`src/rtl/alu_arbiter.sv`:
```
// Round-robin arbiter sharing one combinational ALU between two requesters,
// one operation in flight. Define ALU_ARB_STATS_EN to add per-requester grant counters.
module alu_arbiter #(
    parameter int REGSIZE = 64
) (
    input  logic               clk,
    input  logic               rst_n,
    input  logic [1:0]         req_valid,
    output logic [1:0]         req_ready,
    input  logic [REGSIZE-1:0] req_a0,
    input  logic [REGSIZE-1:0] req_b0,
    input  logic [REGSIZE-1:0] req_a1,
    input  logic [REGSIZE-1:0] req_b1,
    input  logic [3:0]         req_ctl0,
    input  logic [3:0]         req_ctl1,
    output logic [REGSIZE-1:0] alu_in1,
    output logic [REGSIZE-1:0] alu_in2,
    output logic [3:0]         alu_ctl,
    input  logic [REGSIZE-1:0] alu_result,
    input  logic               alu_zero,
    output logic [1:0]         resp_valid,
    input  logic [1:0]         resp_ready,
    output logic [REGSIZE-1:0] resp_result,
    output logic               resp_zero
`ifdef ALU_ARB_STATS_EN
    ,
    output logic [31:0]        stat_grant0,
    output logic [31:0]        stat_grant1
`endif
);

    typedef enum logic {IDLE = 1'b0, RESP = 1'b1} state_t;

    state_t state;
    logic   last;
    logic   gnt;
    logic   grant_any;
    logic   grant_idx;

    // On contention the requester that did not win last time goes first.
    always_comb begin
        grant_any = (state == IDLE) && (req_valid != 2'b00);
        grant_idx = (req_valid == 2'b11) ? ~last : req_valid[1];
    end

    always_comb begin
        req_ready = 2'b00;
        alu_in1   = '0;
        alu_in2   = '0;
        alu_ctl   = 4'b0000;
        if (grant_any) begin
            req_ready[grant_idx] = 1'b1;
            alu_in1 = grant_idx ? req_a1   : req_a0;
            alu_in2 = grant_idx ? req_b1   : req_b0;
            alu_ctl = grant_idx ? req_ctl1 : req_ctl0;
        end
    end

    always_comb begin
        resp_valid = 2'b00;
        if (state == RESP) begin
            resp_valid[gnt] = 1'b1;
        end
    end

    always_ff @(posedge clk or negedge rst_n) begin
        if (!rst_n) begin
            state       <= IDLE;
            last        <= 1'b1;
            gnt         <= 1'b0;
            resp_result <= '0;
            resp_zero   <= 1'b0;
        end else begin
            case (state)
                IDLE: begin
                    if (grant_any) begin
                        resp_result <= alu_result;
                        resp_zero   <= alu_zero;
                        gnt         <= grant_idx;
                        last        <= grant_idx;
                        state       <= RESP;
                    end
                end
                RESP: begin
                    if (resp_ready[gnt]) begin
                        state <= IDLE;
                    end
                end
                default: state <= IDLE;
            endcase
        end
    end

`ifdef ALU_ARB_STATS_EN
    function automatic logic [31:0] sat_inc(input logic [31:0] c);
        return (c == 32'hFFFF_FFFF) ? c : c + 32'd1;
    endfunction

    always_ff @(posedge clk or negedge rst_n) begin
        if (!rst_n) begin
            stat_grant0 <= '0;
            stat_grant1 <= '0;
        end else if (grant_any) begin
            if (grant_idx) begin
                stat_grant1 <= sat_inc(stat_grant1);
            end else begin
                stat_grant0 <= sat_inc(stat_grant0);
            end
        end
    end
`endif

endmodule

```
`config.mk`:
```
export PLATFORM = sky130hd
export DESIGN_NAME = alu_arbiter
export DESIGN_NICKNAME = d
export VERILOG_FILES = /design/src/rtl/alu_arbiter.sv
export SDC_FILE = /design/constraint.sdc
export NUM_CORES = 1
export LEC_CHECK = 0
export BUFFER_PORTS_ARGS = -buffer_cell sky130_fd_sc_hd__buf_2
export CORE_AREA = 2 2 210 212
export CTS_CLUSTER_SIZE = 40
export DETAILED_ROUTE_END_ITERATION = 8
export DIE_AREA = 0 0 212 214
export MAX_ROUTING_LAYER = met4
export RECOVER_POWER = 50
export SLEW_MARGIN = 20
export SYNTH_ARGS = -nofsm -noshare
export SYNTH_HDL_FRONTEND = slang
export SYNTH_SLANG_ARGS = --single-unit
```
`constraint.sdc`:
```
create_clock -name clk -period 1.4 [get_ports clk]
set_input_delay 0.14 -clock clk [delete_from_list [all_inputs] [get_ports clk]]
set_output_delay 0.14 -clock clk [all_outputs]
set_load 0.03 [all_outputs]
```
# After elaboration in Yosys (flattened, before gate mapping)
# Index checks and enable logic that the tools add are counted.
word_totals:
  ff_bits: 68
  in_bits: 335
  out_inout_bits: 201
  elab_cells: 35
op_classes:
  magnitude_cmp: 4
  n_eq_ne: 1
  mux: 18
  bitwise: 2
  n_reduce_logical: 5
op_table:
  columns: ["operator", "count"]
  rows:
  - ["$mux 64", 4]
  - ["$mux 4", 2]
  - ["$mux 1", 7]
  - ["$lt 1x2->1 const B", 2]
  - ["$mux 2", 2]
  - ["$logic_and 1x1->1", 3]
  - ["$demux 1 s1", 2]
  - ["$eq 2x2->1 const B", 1]
  - ["$ge 1x1->1 const B", 2]
  - ["$not 1->1", 2]
  - ["$pmux 1 s2", 1]
  - ["$reduce_and 2->1", 1]
  - ["$reduce_bool 2->1", 1]

# Logic depth before layout (Yosys ltp)
# Gate-level depths: netlist (run 1).
depth:
  depth_word: 7
  ltp_mapped: 6
  mapped_depth_nobuf: 3

# Least setup slack after synthesis (run 1)
# No wires, ideal clock.
synth_timing:
  path_type: "reg2out"
  from: "reg last"
  to: "out alu_in1[22]"
  arrival_time_ns: 1.586
  t_required_ns: 1.260
  setup_slack_ns: -0.326
  stages_incl_launch_ff: 7
  n_path_buf: 3
  path_cell_list: "dfstp_2 nand2b_1 buf_2 buf_6 buf_6 a32oi_1 nor2_1"
synth_via:
  elab_chain_len: 4
synth_lines:
  columns: ["item", "line", "text"]
  rows:
  - ["start, declared", "35", "logic last;"]
  - ["start signal, assigned", "80", "last <= grant_idx;"]
  - ["$not 1->1", "43", "grant_idx = (req_valid == 2'b11) ? ~last : req_valid[1];"]
  - ["$mux 1", "43", null]
  - ["$mux 64", "53", "alu_in1 = grant_idx ? req_a1 : req_a0;"]
  - ["$mux 64", "51", "if (grant_any) begin"]
  - ["end, declared", "16", "output logic [REGSIZE-1:0] alu_in1,"]
# No other way between the ends.

# Final worst setup path (run 1)
layout_timing:
  from: "reg last"
  to: "out alu_in2[2]"
layout_via:
  elab_chain_len: 4
layout_lines:
  columns: ["item", "line", "text"]
  rows:
  - ["$not 1->1", "43", null]
  - ["$mux 1", "43", null]
  - ["$mux 64", "54", "alu_in2 = grant_idx ? req_b1 : req_b0;"]
  - ["$mux 64", "51", null]
  - ["end, declared", "17", "output logic [REGSIZE-1:0] alu_in2,"]
# No other way between the ends.

==> results of run 1 <==
-- Yosys cell counts (all sizes together) --
cell and n:
buf 37, and2 1, dfrtp 67, a21oi 2, o21ai 3, clkbuf 29
dfstp 1, nand2b 1, inv 2, nor2 134, and3 1, nand2 2
a31oi 1, a21boi 1, mux2 66, nor3 1, a32oi 132
-- registers in the layout (all words and copies together) (netlist names) --
name,count
resp_zero,1
state,1
last,1
gnt,1
resp_result,64
-- area by class of cell --
cell class,instances,area [um2]
inverter,2,10.01
clock buffer,9,225.2
timing repair buffer,635,4747
clock inverter,7,82.58
fill,4425,31500
multi-input combinational,346,3857
sequential,68,1707
tap,585,732.0
antenna,10,25.02
-- logic make-up after synthesis --
| kind of cell | after synthesis |
|---|---|
| muxes | 66 |
| and+or+nand+nor | 140 |
| buffers and inverters | 68 |
| DFF | 68 |
| AOI/OAI and AO/OA | 139 |
-- per-stage QoR --
stage	setup WS, ns	total power [mW]	instances	instance area [um2]
6_report	-0.6690	22.30	1662	11390
5_1_grt	-0.7320	23.28	1662	11390
4_1_cts	-0.6808	19.80	1628	10210
3_5_place_dp	-0.4076	15.71	1590	8591
3_3_place_gp	-0.3589	15.53	1590	8591
2_1_floorplan	-0.1828	11.55	481	4902
-- report_power, final --
part	total (mW)	switching, mW	internal, mW	leakage [nW]
registers	3.61	0.609	3.00	0.793
logic	16.3	9.07	7.21	4.25
clock network	2.40	0.993	1.41	0.145
-- worst max-delay path by stage --
stage               slack [ns]  start           to
finish                   -0.67   last   alu_in2[2]
global route             -0.73   last  alu_in2[14]
CTS                      -0.68   last  alu_in2[23]
detailed placement       -0.41   last   alu_in2[6]
global placement         -0.36   last   alu_in2[1]
floorplan                -0.18   last  alu_in1[22]
-- per-layer routing --
layer  share of wire (%)  vias to the layer above  GRT usage (%)
li1                    -                     3055              -
met1                  38                     3289          11.50
met2                  52                      365          20.66
met3                 6.8                       50          2.155
met4                 3.5                        0          5.540
met5                   0                        -              -
-- critical path, stage by stage (launching register included) --
cell and delay (ns):
sky130_fd_sc_hd__dfstp_2 0.55, sky130_fd_sc_hd__nand2b_4 0.14, sky130_fd_sc_hd__buf_12 0.15, sky130_fd_sc_hd__buf_12 0.16
sky130_fd_sc_hd__clkbuf_16 0.16, sky130_fd_sc_hd__a32oi_1 0.11, sky130_fd_sc_hd__nor2_2 0.15, sky130_fd_sc_hd__buf_6 0.15
-- what timing repair did --
action	4_1_cts	5_1_grt
cloned	7	6
endpoints found under the setup margin	180	197
resized for setup	217	241
pin swaps	7	16
hold endpoints to repair	74	0
hold buffers	8	0
buffers inserted	7	20
==> implementation parameters, run 1 <==
Parameter                              Value

Critical path
  Category of the worst setup path capture point ... output port
  Count of cells along the worst register-to-register path ... 6
  Highest fanout seen on the critical path ... 8
  Flop2flop setup slack ... -0.13 ns
  Type of origin of the critical path ... register
  Reg-to-reg endpoint ... resp_result[60]
  Launch point of the worst reg-to-reg path ... state
  Kind of critical path ... register to output port
  Data required, critical path ... 1.26 ns
  Data arrival time of the critical path ... 1.93 ns

Floorplan
  Die Span X ... 212 um
  Count of standard-cell rows ... 76
  Starting density of the core ... 10.62%
  Floorplan Core Area ... 0.04289 mm2
  Num ports ... 536
  Floorplan die area ... 0.04537 mm2
  Y dimension of the die ... 214 um

Timing
  Highest Clock Rate ... 0.4833 GHz
  Final setup violation count ... 200
  Unrepaired setup endpoints after global routing ... yes
  Final setup skew ... 0.01139 ns
  Final setup slack of the worst path ... -0.6690 ns
  Count of endpoints failing hold in the final timing report ... 0
  Tightest hold margin ... 0.01993 ns
  Portion of the clock cycle consumed by the worst path in the final layout ... 147.8%
  Total Neg Setup Slack ... -82.81 ns
  Least-Margin Pin Slew ... 0.9589 ns
  Post-layout minimum cycle time ... 2.069 ns
  Max_slew headroom ... 36.07%
  Max-slew violations ... 0

Synthesis
  Mean Syn Cell Area ... 9.469 um2
  Number of cells produced by synthesis ... 481
  Area contributors post-synth ... sky130_fd_sc_hd__dfrtp_1 37%, sky130_fd_sc_hd__a32oi_1 25%, sky130_fd_sc_hd__mux2_2 16%, sky130_fd_sc_hd__nor2_1 11%, sky130_fd_sc_hd__clkbuf_1 2.4%
  Dominant combinational cell family by area after synthesis ... compound AO/OA/AOI/OAI gates
  Synth Area in Simple Gates ... 11.73%
  Area share of the largest cell type after synthesis ... 36.81%
  Syn_nets ... 816
  Compound-gate portion of the synthesized area ... 26.48%
  Number of warnings printed during yosys synthesis ... 0
  Share of synthesized area occupied by flip-flops and latches ... 37.39%
  Distinct cell type count of the synthesized netlist ... 21
  Leading area contributor after synthesis ... sky130_fd_sc_hd__dfrtp_1
  Synth Register Bits ... 68
  Post-synthesis adder-cell area fraction ... 0%
  Synth Area in XOR/XNOR ... 0%
  Share of synthesized area spent on multiplexers ... 16.32%
  Synthesized area ... 0.004554 mm2

Cells and area
  Fin util ... 26.55%
  Area overhead of the layout relative to synthesis ... 150.0%
  Net count reported at finish ... 1397
  Most used cells in the layout excluding fill and tap cells ... 405 x sky130_fd_sc_hd__buf_2, 130 x sky130_fd_sc_hd__nor2_2, 101 x sky130_fd_sc_hd__buf_6
  Most common cell after layout, fill and taps aside ... sky130_fd_sc_hd__buf_2
  Share of final-layout standard cells stronger than drive strength 1 ... 88.38%

Global routing
  Sum of overflow across all layers after global routing ... 0
  Tot GR Track Use ... 11.33%
  Vias in the first global route ... 6825
  Antenna violations before repair ... 10
  First-pass GRT wire length ... 38290 um
  Maximum number of pins on one net before global-route repair ... 69

Clock network
  Clock Pin Slew Worst Setup and Hold Paths ... 0.07 ns
  Number of buffers inserted during clock tree synthesis ... 9
  Num Clock Sinks ... 68
  TritonCTS clock tree ... built
  CTS max path bufs ... 2
  Depth of the CTS H-tree ... 3
  Insertion delay to the later sink of the worst-skew pair ... 0.35 ns
  Clock root buffer master ... sky130_fd_sc_hd__clkbuf_16

Drt
  ANT nets after route ... 0
  Detailed-route wire length ... 29780 um
  DRT Pass-1 Iters ... 4
  Total number of vias ... 6759
  Starting DRC count in detailed routing ... 314
  Routed length per instance ... 17.92 um
  Vias per cell ... 4.067
  Post-route DRC ... 0

Power and ir drop
  Pwr Density ... 1958 mW/mm2
  IR Drop Worst-Case VDD ... 1.808 mV
  Static Leakage ... 5.183 nW

Place
  Number of input and output port buffers inserted ... 535
  DP HPWL ... 20420 um
  RD Place Congestion ... 0.8946

Run
  Max Cap Viol ... 0

Outcome
  Failing checks ... setup timing
  Result of the run ... finished, violations left

Min path
  Worst Hold Path Cells ... 2
  Hold crit path type ... input pin to register
  Source of the worst hold timing path ... alu_result[50]
  End point of the worst hold path ... resp_result[50]
Power figures use the tool's default switching activity.
==> run 2, diff against run 1 <==
--- a/config.mk
+++ b/config.mk
@@ -7,6 +7,7 @@
 export LEC_CHECK = 0
 export BUFFER_PORTS_ARGS = -buffer_cell sky130_fd_sc_hd__buf_2
 export CORE_AREA = 2 2 210 212
+export CTS_BUF_LIST = sky130_fd_sc_hd__clkbuf_2
 export CTS_CLUSTER_SIZE = 40
 export DETAILED_ROUTE_END_ITERATION = 8
 export DIE_AREA = 0 0 212 214
==> run 2 against run 1 <==
The run still ends with setup timing left. Setup slack lost 0.34 ns. Final area increased by 1.5%. Cell count grew 3.7%. Wire length is 0.38% higher. Sequential cell count stayed put. Clock skew is 0.024 ns higher. Power is 6.5% lower.
==> implementation parameters, run 2 (synthesis gave the netlist of run 1 again) <==
Parameter                              Value

Clock network
  TritonCTS clock tree ... built (unchanged)
  Num Clock Sinks ... 68 (unchanged)
  Clock root buffer master ... sky130_fd_sc_hd__clkbuf_2 (was sky130_fd_sc_hd__clkbuf_16)
  CTS max path bufs ... 2 (unchanged)
  Number of buffers inserted during clock tree synthesis ... 9 (unchanged)
  Insertion delay to the later sink of the worst-skew pair ... 0.59 ns (was 0.35 ns)
  Clock Pin Slew Worst Setup and Hold Paths ... 0.24 ns (was 0.07 ns)
  Depth of the CTS H-tree ... 3 (unchanged)

Run
  Max Cap Viol ... 0 (unchanged)

Global routing
  Sum of overflow across all layers after global routing ... 0 (unchanged)
  Global-route met1 utilization ... 12.10% (was 11.50%)
  Tot GR Track Use ... 11.57% (was 11.33%)
  Antenna violations before repair ... 8 (was 10)
  Top Usage Layer GRT ... met2 (unchanged)
  Vias in the first global route ... 7132 (was 6825)
  GR met3 Demand/Resource ... 2.140% (was 2.155%)
  Maximum number of pins on one net before global-route repair ... 69 (unchanged)
  First-pass GRT wire length ... 39470 um (was 38290 um)
  Met2 usage in global routing ... 20.63% (was 20.66%)

Timing
  Tightest hold margin ... 0.1565 ns (was 0.01993 ns)
  Least-Margin Pin Slew ... 0.6332 ns (was 0.9589 ns)
  Max_slew headroom ... 57.79% (was 36.07%)
  Max-slew violations ... 0 (unchanged)
  Final setup slack of the worst path ... -1.014 ns (was -0.6690 ns)
  Final setup skew ... 0.03560 ns (was 0.01139 ns)
  Final setup violation count ... 201 (was 200)
  Count of endpoints failing hold in the final timing report ... 0 (unchanged)
  Unrepaired setup endpoints after global routing ... yes (unchanged)
  Highest Clock Rate ... 0.4143 GHz (was 0.4833 GHz)
  Post-layout minimum cycle time ... 2.414 ns (was 2.069 ns)
  Portion of the clock cycle consumed by the worst path in the final layout ... 172.4% (was 147.8%)

Outcome
  Failing checks ... setup timing (unchanged)
  Result of the run ... finished, violations left (unchanged)

Critical path
  Reg-to-reg endpoint ... resp_result[48] (was resp_result[60])
  Launch point of the worst reg-to-reg path ... state (unchanged)
  Highest fanout seen on the critical path ... 8 (unchanged)
  Data arrival time of the critical path ... 2.27 ns (was 1.93 ns)
  Data required, critical path ... 1.26 ns (about the same)
  Kind of critical path ... register to output port (unchanged)
  Count of cells along the worst register-to-register path ... 6 (unchanged)
  Flop2flop setup slack ... -0.14 ns (was -0.13 ns)
  Category of the worst setup path capture point ... output port (unchanged)
  Type of origin of the critical path ... register (unchanged)

Cells and area
  Most used cells in the layout excluding fill and tap cells ... 420 x sky130_fd_sc_hd__buf_2, 130 x sky130_fd_sc_hd__nor2_2, 110 x sky130_fd_sc_hd__buf_6 (was 405 x sky130_fd_sc_hd__buf_2, 130 x sky130_fd_sc_hd__nor2_2, 101 x sky130_fd_sc_hd__buf_6)
  Area overhead of the layout relative to synthesis ... 153.7% (was 150.0%)
  Most common cell after layout, fill and taps aside ... sky130_fd_sc_hd__buf_2 (unchanged)
  Biggest register ... resp_result (unchanged)
  Max reg flops ... 64 (unchanged)
  FILL cells ... 4414 (was 4425)
  Share of final-layout standard cells stronger than drive strength 1 ... 81.68% (was 88.38%)
  Net count reported at finish ... 1460 (was 1397)

Drt
  DRT Pass-1 Iters ... 5 (was 4)
  Total number of vias ... 7138 (was 6759)
  ANT nets after route ... 0 (unchanged)
  Vias per cell ... 4.143 (was 4.067)
  Starting DRC count in detailed routing ... 412 (was 314)
  Post-route DRC ... 0 (unchanged)
  Routed length per instance ... 17.35 um (was 17.92 um)
  Detailed-route wire length ... 29890 um (was 29780 um)

Place
  Setup Slack @ Placement ... -0.4076 ns (unchanged)
  DP HPWL ... 20420 um (unchanged)
  RD Place Congestion ... 0.8946 (unchanged)
  Number of input and output port buffers inserted ... 535 (unchanged)

Power and ir drop
  IR Drop Worst-Case VDD ... 1.264 mV (was 1.808 mV)
  Static Leakage ... 5.244 nW (was 5.183 nW)
  Pwr Density ... 1803 mW/mm2 (was 1958 mW/mm2)
  Total power after layout ... 20.84 mW (was 22.30 mW)

Floorplan
  Floorplan die area ... 0.04537 mm2 (unchanged)
  Floorplan Core Area ... 0.04289 mm2 (unchanged)
  Num ports ... 536 (unchanged)
  Y dimension of the die ... 214 um (unchanged)
  Starting density of the core ... 10.62% (unchanged)
  Count of standard-cell rows ... 76 (unchanged)
  Die Span X ... 212 um (unchanged)

Min path
  End point of the worst hold path ... gnt (was resp_result[50])
  Source of the worst hold timing path ... req_valid[0] (was alu_result[50])
  Worst Hold Path Cells ... 5 (was 2)
  Hold crit path type ... input pin to register (unchanged)
## run 2: changes by cell type in the layout (fill, tap and decap cells not counted), sizes merged
cell,previous run,this run
dlygate4sd3,8,70
diode,10,8
clkbuf,18,19
## run 2: per-stage QoR
step / cell area [um2] / cells / setup TNS, ns / utilization (%)
2_1_floorplan: 4902 / 481 / -19.19 / -
3_3_place_gp: 8591 / 1590 / -35.70 / 20.03
3_5_place_dp: 8591 / 1590 / -38.90 / 20.03
4_1_cts: 10520 / 1695 / -134.89 / 24.54
5_1_grt: 11550 / 1723 / -149.74 / 26.94
6_report: 11550 / 1723 / -126.33 / 26.94
## run 2: timing repair
action	in CTS	in global routing
resized for setup	208	189
hold endpoints to repair	136	0
gates cloned	5	7
hold buffers	70	0
buffers inserted	14	16
endpoints found under the setup margin	235	256
pin swaps	11	19
## run 2: power breakdown
| group | internal [mW] | leakage, nW | switching [mW] | total [mW] |
|---|---|---|---|---|
| logic | 6.96 | 4.38 | 8.93 | 15.9 |
| registers | 2.98 | 0.793 | 0.625 | 3.60 |
| clock network | 0.443 | 0.0715 | 0.897 | 1.34 |
## run 2: critical path, cell delays in order, from the launching register on
cell and delay [ns]:
sky130_fd_sc_hd__dfstp_2 0.61, sky130_fd_sc_hd__nand2b_4 0.14, sky130_fd_sc_hd__buf_12 0.14, sky130_fd_sc_hd__buf_12 0.16, sky130_fd_sc_hd__clkbuf_16 0.16, sky130_fd_sc_hd__a32oi_1 0.14
sky130_fd_sc_hd__nor2_2 0.16, sky130_fd_sc_hd__buf_6 0.15
## run 2: area by class of cell
type / count / area [um2] / area share [%]
antenna: 8 / 20.02 / 0.1733
clock buffer: 9 / 45.04 / 0.3898
clock inverter: 7 / 82.58 / 0.7147
inverter: 2 / 10.01 / 0.08663
multi-input combinational: 346 / 3628 / 31.40
sequential: 68 / 1707 / 14.77
tap: 585 / 732.0 / 6.335
timing repair buffer: 698 / 5330 / 46.13
## run 2: worst max path at each step
stage / from / end / slack (ns) / depth (start not counted)
6_report: last / alu_in2[13] / -1.01 / 7
5_1_grt: last / alu_in2[13] / -1.13 / 7
4_1_cts: last / alu_in2[6] / -1.05 / 7
3_5_place_dp: last / alu_in2[6] / -0.41 / 6
3_3_place_gp: last / alu_in2[1] / -0.36 / 7
2_1_floorplan: last / alu_in1[22] / -0.18 / 6
## run 2: routing by layer
metal / routed length (um) / share of wire [%]
met1: 11220 / 38
met2: 15210 / 51
met3: 2078 / 7.0
met4: 1383 / 4.6
met5: 0 / 0
==> run 3, diff against run 2 <==
--- a/config.mk
+++ b/config.mk
@@ -13,6 +13,7 @@
 export DIE_AREA = 0 0 212 214
 export MAX_ROUTING_LAYER = met4
 export RECOVER_POWER = 50
+export SKIP_CTS_REPAIR_TIMING = 1
 export SLEW_MARGIN = 20
 export SYNTH_ARGS = -nofsm -noshare
 export SYNTH_HDL_FRONTEND = slang
==> run 3 against run 2 <==
The run still ends with setup timing left. Sequential share of layout area grew 1.0 points. Clock skew grew 0.0095 ns. Non-clock buffer count shrank 9. Hold slack lost 0.0067 ns. Die area is the same. Power shrank 7.3%. Setup slack gained 0.067 ns. Clock-buffer cell count is the same. Register-to-register slack gained 0.08 ns. Combinational power shrank 9%. First-iteration DRC count shrank 28%. Maximum frequency grew 2.9%. Largest power group unchanged.
==> implementation parameters, run 3 (synthesis gave the netlist of run 1 again) <==
Parameter                              Value

Cells and area
  Number of non-filler instances in the completed layout ... 1713 (was 1723)
  FILL cells ... 4499 (was 4414)
  Fin util ... 25.22% (was 26.94%)
  Combined area of the multi-input logic cells ... 0.003543 mm2 (was 0.003628 mm2)
  Max reg flops ... 64 (unchanged)
  Area overhead of the layout relative to synthesis ... 137.5% (was 153.7%)
  Most common cell after layout, fill and taps aside ... sky130_fd_sc_hd__buf_2 (unchanged)
  Area of all placed cells without fillers ... 0.01082 mm2 (was 0.01155 mm2)
  Share of final-layout standard cells stronger than drive strength 1 ... 83.14% (was 81.68%)
  Biggest register ... resp_result (unchanged)
  Net count reported at finish ... 1451 (was 1460)
  Most used cells in the layout excluding fill and tap cells ... 465 x sky130_fd_sc_hd__buf_2, 132 x sky130_fd_sc_hd__nor2_2, 87 x sky130_fd_sc_hd__a32oi_2 (was 420 x sky130_fd_sc_hd__buf_2, 130 x sky130_fd_sc_hd__nor2_2, 110 x sky130_fd_sc_hd__buf_6)
  Sequential cell area ... 0.001707 mm2 (unchanged)

Global routing
  Antenna violations before repair ... 7 (was 8)
  Sum of overflow across all layers after global routing ... 0 (unchanged)
  Tot GR Track Use ... 10.14% (was 11.57%)
  First-pass GRT wire length ... 34530 um (was 39470 um)
  Maximum number of pins on one net before global-route repair ... 69 (unchanged)
  Vias in the first global route ... 6179 (was 7132)

Place
  Number of input and output port buffers inserted ... 535 (unchanged)
  Setup Slack @ Placement ... -0.4076 ns (unchanged)
  DP HPWL ... 20420 um (unchanged)
  RD Place Congestion ... 0.8946 (unchanged)
  Post-Place Cells ... 1590 (unchanged)
  Area post-placement ... 0.008591 mm2 (unchanged)

Critical path
  Data required, critical path ... 1.26 ns (about the same)
  Data arrival time of the critical path ... 2.21 ns (was 2.27 ns)
  Kind of critical path ... register to output port (unchanged)
  Type of origin of the critical path ... register (unchanged)
  Category of the worst setup path capture point ... output port (unchanged)
  Highest fanout seen on the critical path ... 6 (was 8)

Floorplan
  Floorplan die area ... 0.04537 mm2 (unchanged)
  Starting density of the core ... 10.62% (unchanged)
  Count of standard-cell rows ... 76 (unchanged)
  Y dimension of the die ... 214 um (unchanged)
  Num ports ... 536 (unchanged)
  Floorplan Core Area ... 0.04289 mm2 (unchanged)
  Die Span X ... 212 um (unchanged)

Timing
  Highest Clock Rate ... 0.4262 GHz (was 0.4143 GHz)
  Final setup violation count ... 199 (was 201)
  Unrepaired setup endpoints after global routing ... yes (unchanged)
  Count of endpoints failing hold in the final timing report ... 0 (unchanged)
  Final setup slack of the worst path ... -0.9465 ns (was -1.014 ns)
  Post-layout minimum cycle time ... 2.346 ns (was 2.414 ns)
  Portion of the clock cycle consumed by the worst path in the final layout ... 167.6% (was 172.4%)
  Max_slew headroom ... 36.16% (was 57.79%)
  Final setup skew ... 0.04513 ns (was 0.03560 ns)
  Least-Margin Pin Slew ... 0.9576 ns (was 0.6332 ns)
  Max-slew violations ... 0 (unchanged)

Clock network
  TritonCTS clock tree ... built (unchanged)
  CTS max path bufs ... 2 (unchanged)
  Number of buffers inserted during clock tree synthesis ... 9 (unchanged)
  Insertion delay to the later sink of the worst-skew pair ... 0.59 ns (about the same)
  Num Clock Sinks ... 68 (unchanged)
  Clock root buffer master ... sky130_fd_sc_hd__clkbuf_2 (unchanged)
  Depth of the CTS H-tree ... 3 (unchanged)
  Clock Pin Slew Worst Setup and Hold Paths ... 0.25 ns (was 0.24 ns)

Drt
  Routed length per instance ... 17.05 um (was 17.35 um)
  ANT nets after route ... 0 (unchanged)
  DRT Pass-1 Iters ... 4 (was 5)
  Detailed-route wire length ... 29210 um (was 29890 um)
  Total number of vias ... 6947 (was 7138)
  Vias per cell ... 4.055 (was 4.143)
  Starting DRC count in detailed routing ... 295 (was 412)
  Post-route DRC ... 0 (unchanged)

Power and ir drop
  Pwr Density ... 1786 mW/mm2 (was 1803 mW/mm2)
  IR Drop Worst-Case VDD ... 1.167 mV (was 1.264 mV)
  Static Leakage ... 4.889 nW (was 5.244 nW)
  Total power after layout ... 19.31 mW (was 20.84 mW)

Run
  Max Cap Viol ... 0 (unchanged)

Min path
  Hold crit path type ... input pin to register (unchanged)

Outcome
  Result of the run ... finished, violations left (unchanged)
  Failing checks ... setup timing (unchanged)
[run 3: changes by cell type in the layout (fill, tap and decap cells not counted), sizes merged]
cell	change
buf	-16
bufbuf	-2
clkbuf	+10
diode	-1
dlygate4sd3	-1
[run 3: final cells by class]
type / instances / share of cell area, %
diodes: 7 / 0.1620
repair buffers: 689 / 43.26
clock inverters: 7 / 0.7635
flip-flops and latches: 68 / 15.78
clock buffers: 9 / 0.4165
inverters: 2 / 0.09255
multi-input cells: 346 / 32.76
well taps: 585 / 6.768
[run 3: path summary, 6_finish.rpt]
check / start / endpoint / slack [ns] / cells after the start
worst min register to register: resp_result[45] / resp_result[45] / 0.53 / 1
min in group asynchronous: rst_n / resp_result[9] / 0.31 / 3
worst max-delay path: last / alu_in1[17] / -0.95 / 7
worst min-delay path: req_valid[0] / gnt / 0.15 / 5
worst max register to register: state / resp_result[48] / -0.06 / 5
max in group asynchronous: rst_n / state / 0.40 / 3
[run 3: where the power goes]
group	total [mW]	switching [mW]	leakage [nW]	internal, mW
Combinational	14.4	8.65	4.02	5.78
Clock	1.33	0.887	0.0715	0.442
Sequential	3.55	0.576	0.793	2.98
[run 3: metrics by stage]
step	setup TNS, ns	hold WS (ns)
2_1_floorplan	-19.19	-0.1556
3_3_place_gp	-35.70	0.1903
3_5_place_dp	-38.90	0.1949
4_1_cts	-141.04	-0.5507
5_1_grt	-144.69	0.09476
6_report	-121.77	0.1498
[run 3: critical path, stage by stage, from the launching register on]
cell	delay, ns
sky130_fd_sc_hd__dfstp_2	0.60
sky130_fd_sc_hd__buf_4	0.12
sky130_fd_sc_hd__nand2b_2	0.22
sky130_fd_sc_hd__buf_4	0.15
sky130_fd_sc_hd__buf_4	0.11
sky130_fd_sc_hd__a32oi_1	0.11
sky130_fd_sc_hd__nor2_2	0.11
sky130_fd_sc_hd__clkbuf_4	0.20
[run 3: per-layer routing]
metal / track usage (%) / up-vias / routed length (um)
met5: - / - / 0
met4: 3.451 / 0 / 944
met3: 2.038 / 48 / 1858
met2: 18.68 / 354 / 15400
met1: 10.66 / 3390 / 11000
li1: - / 3155 / -
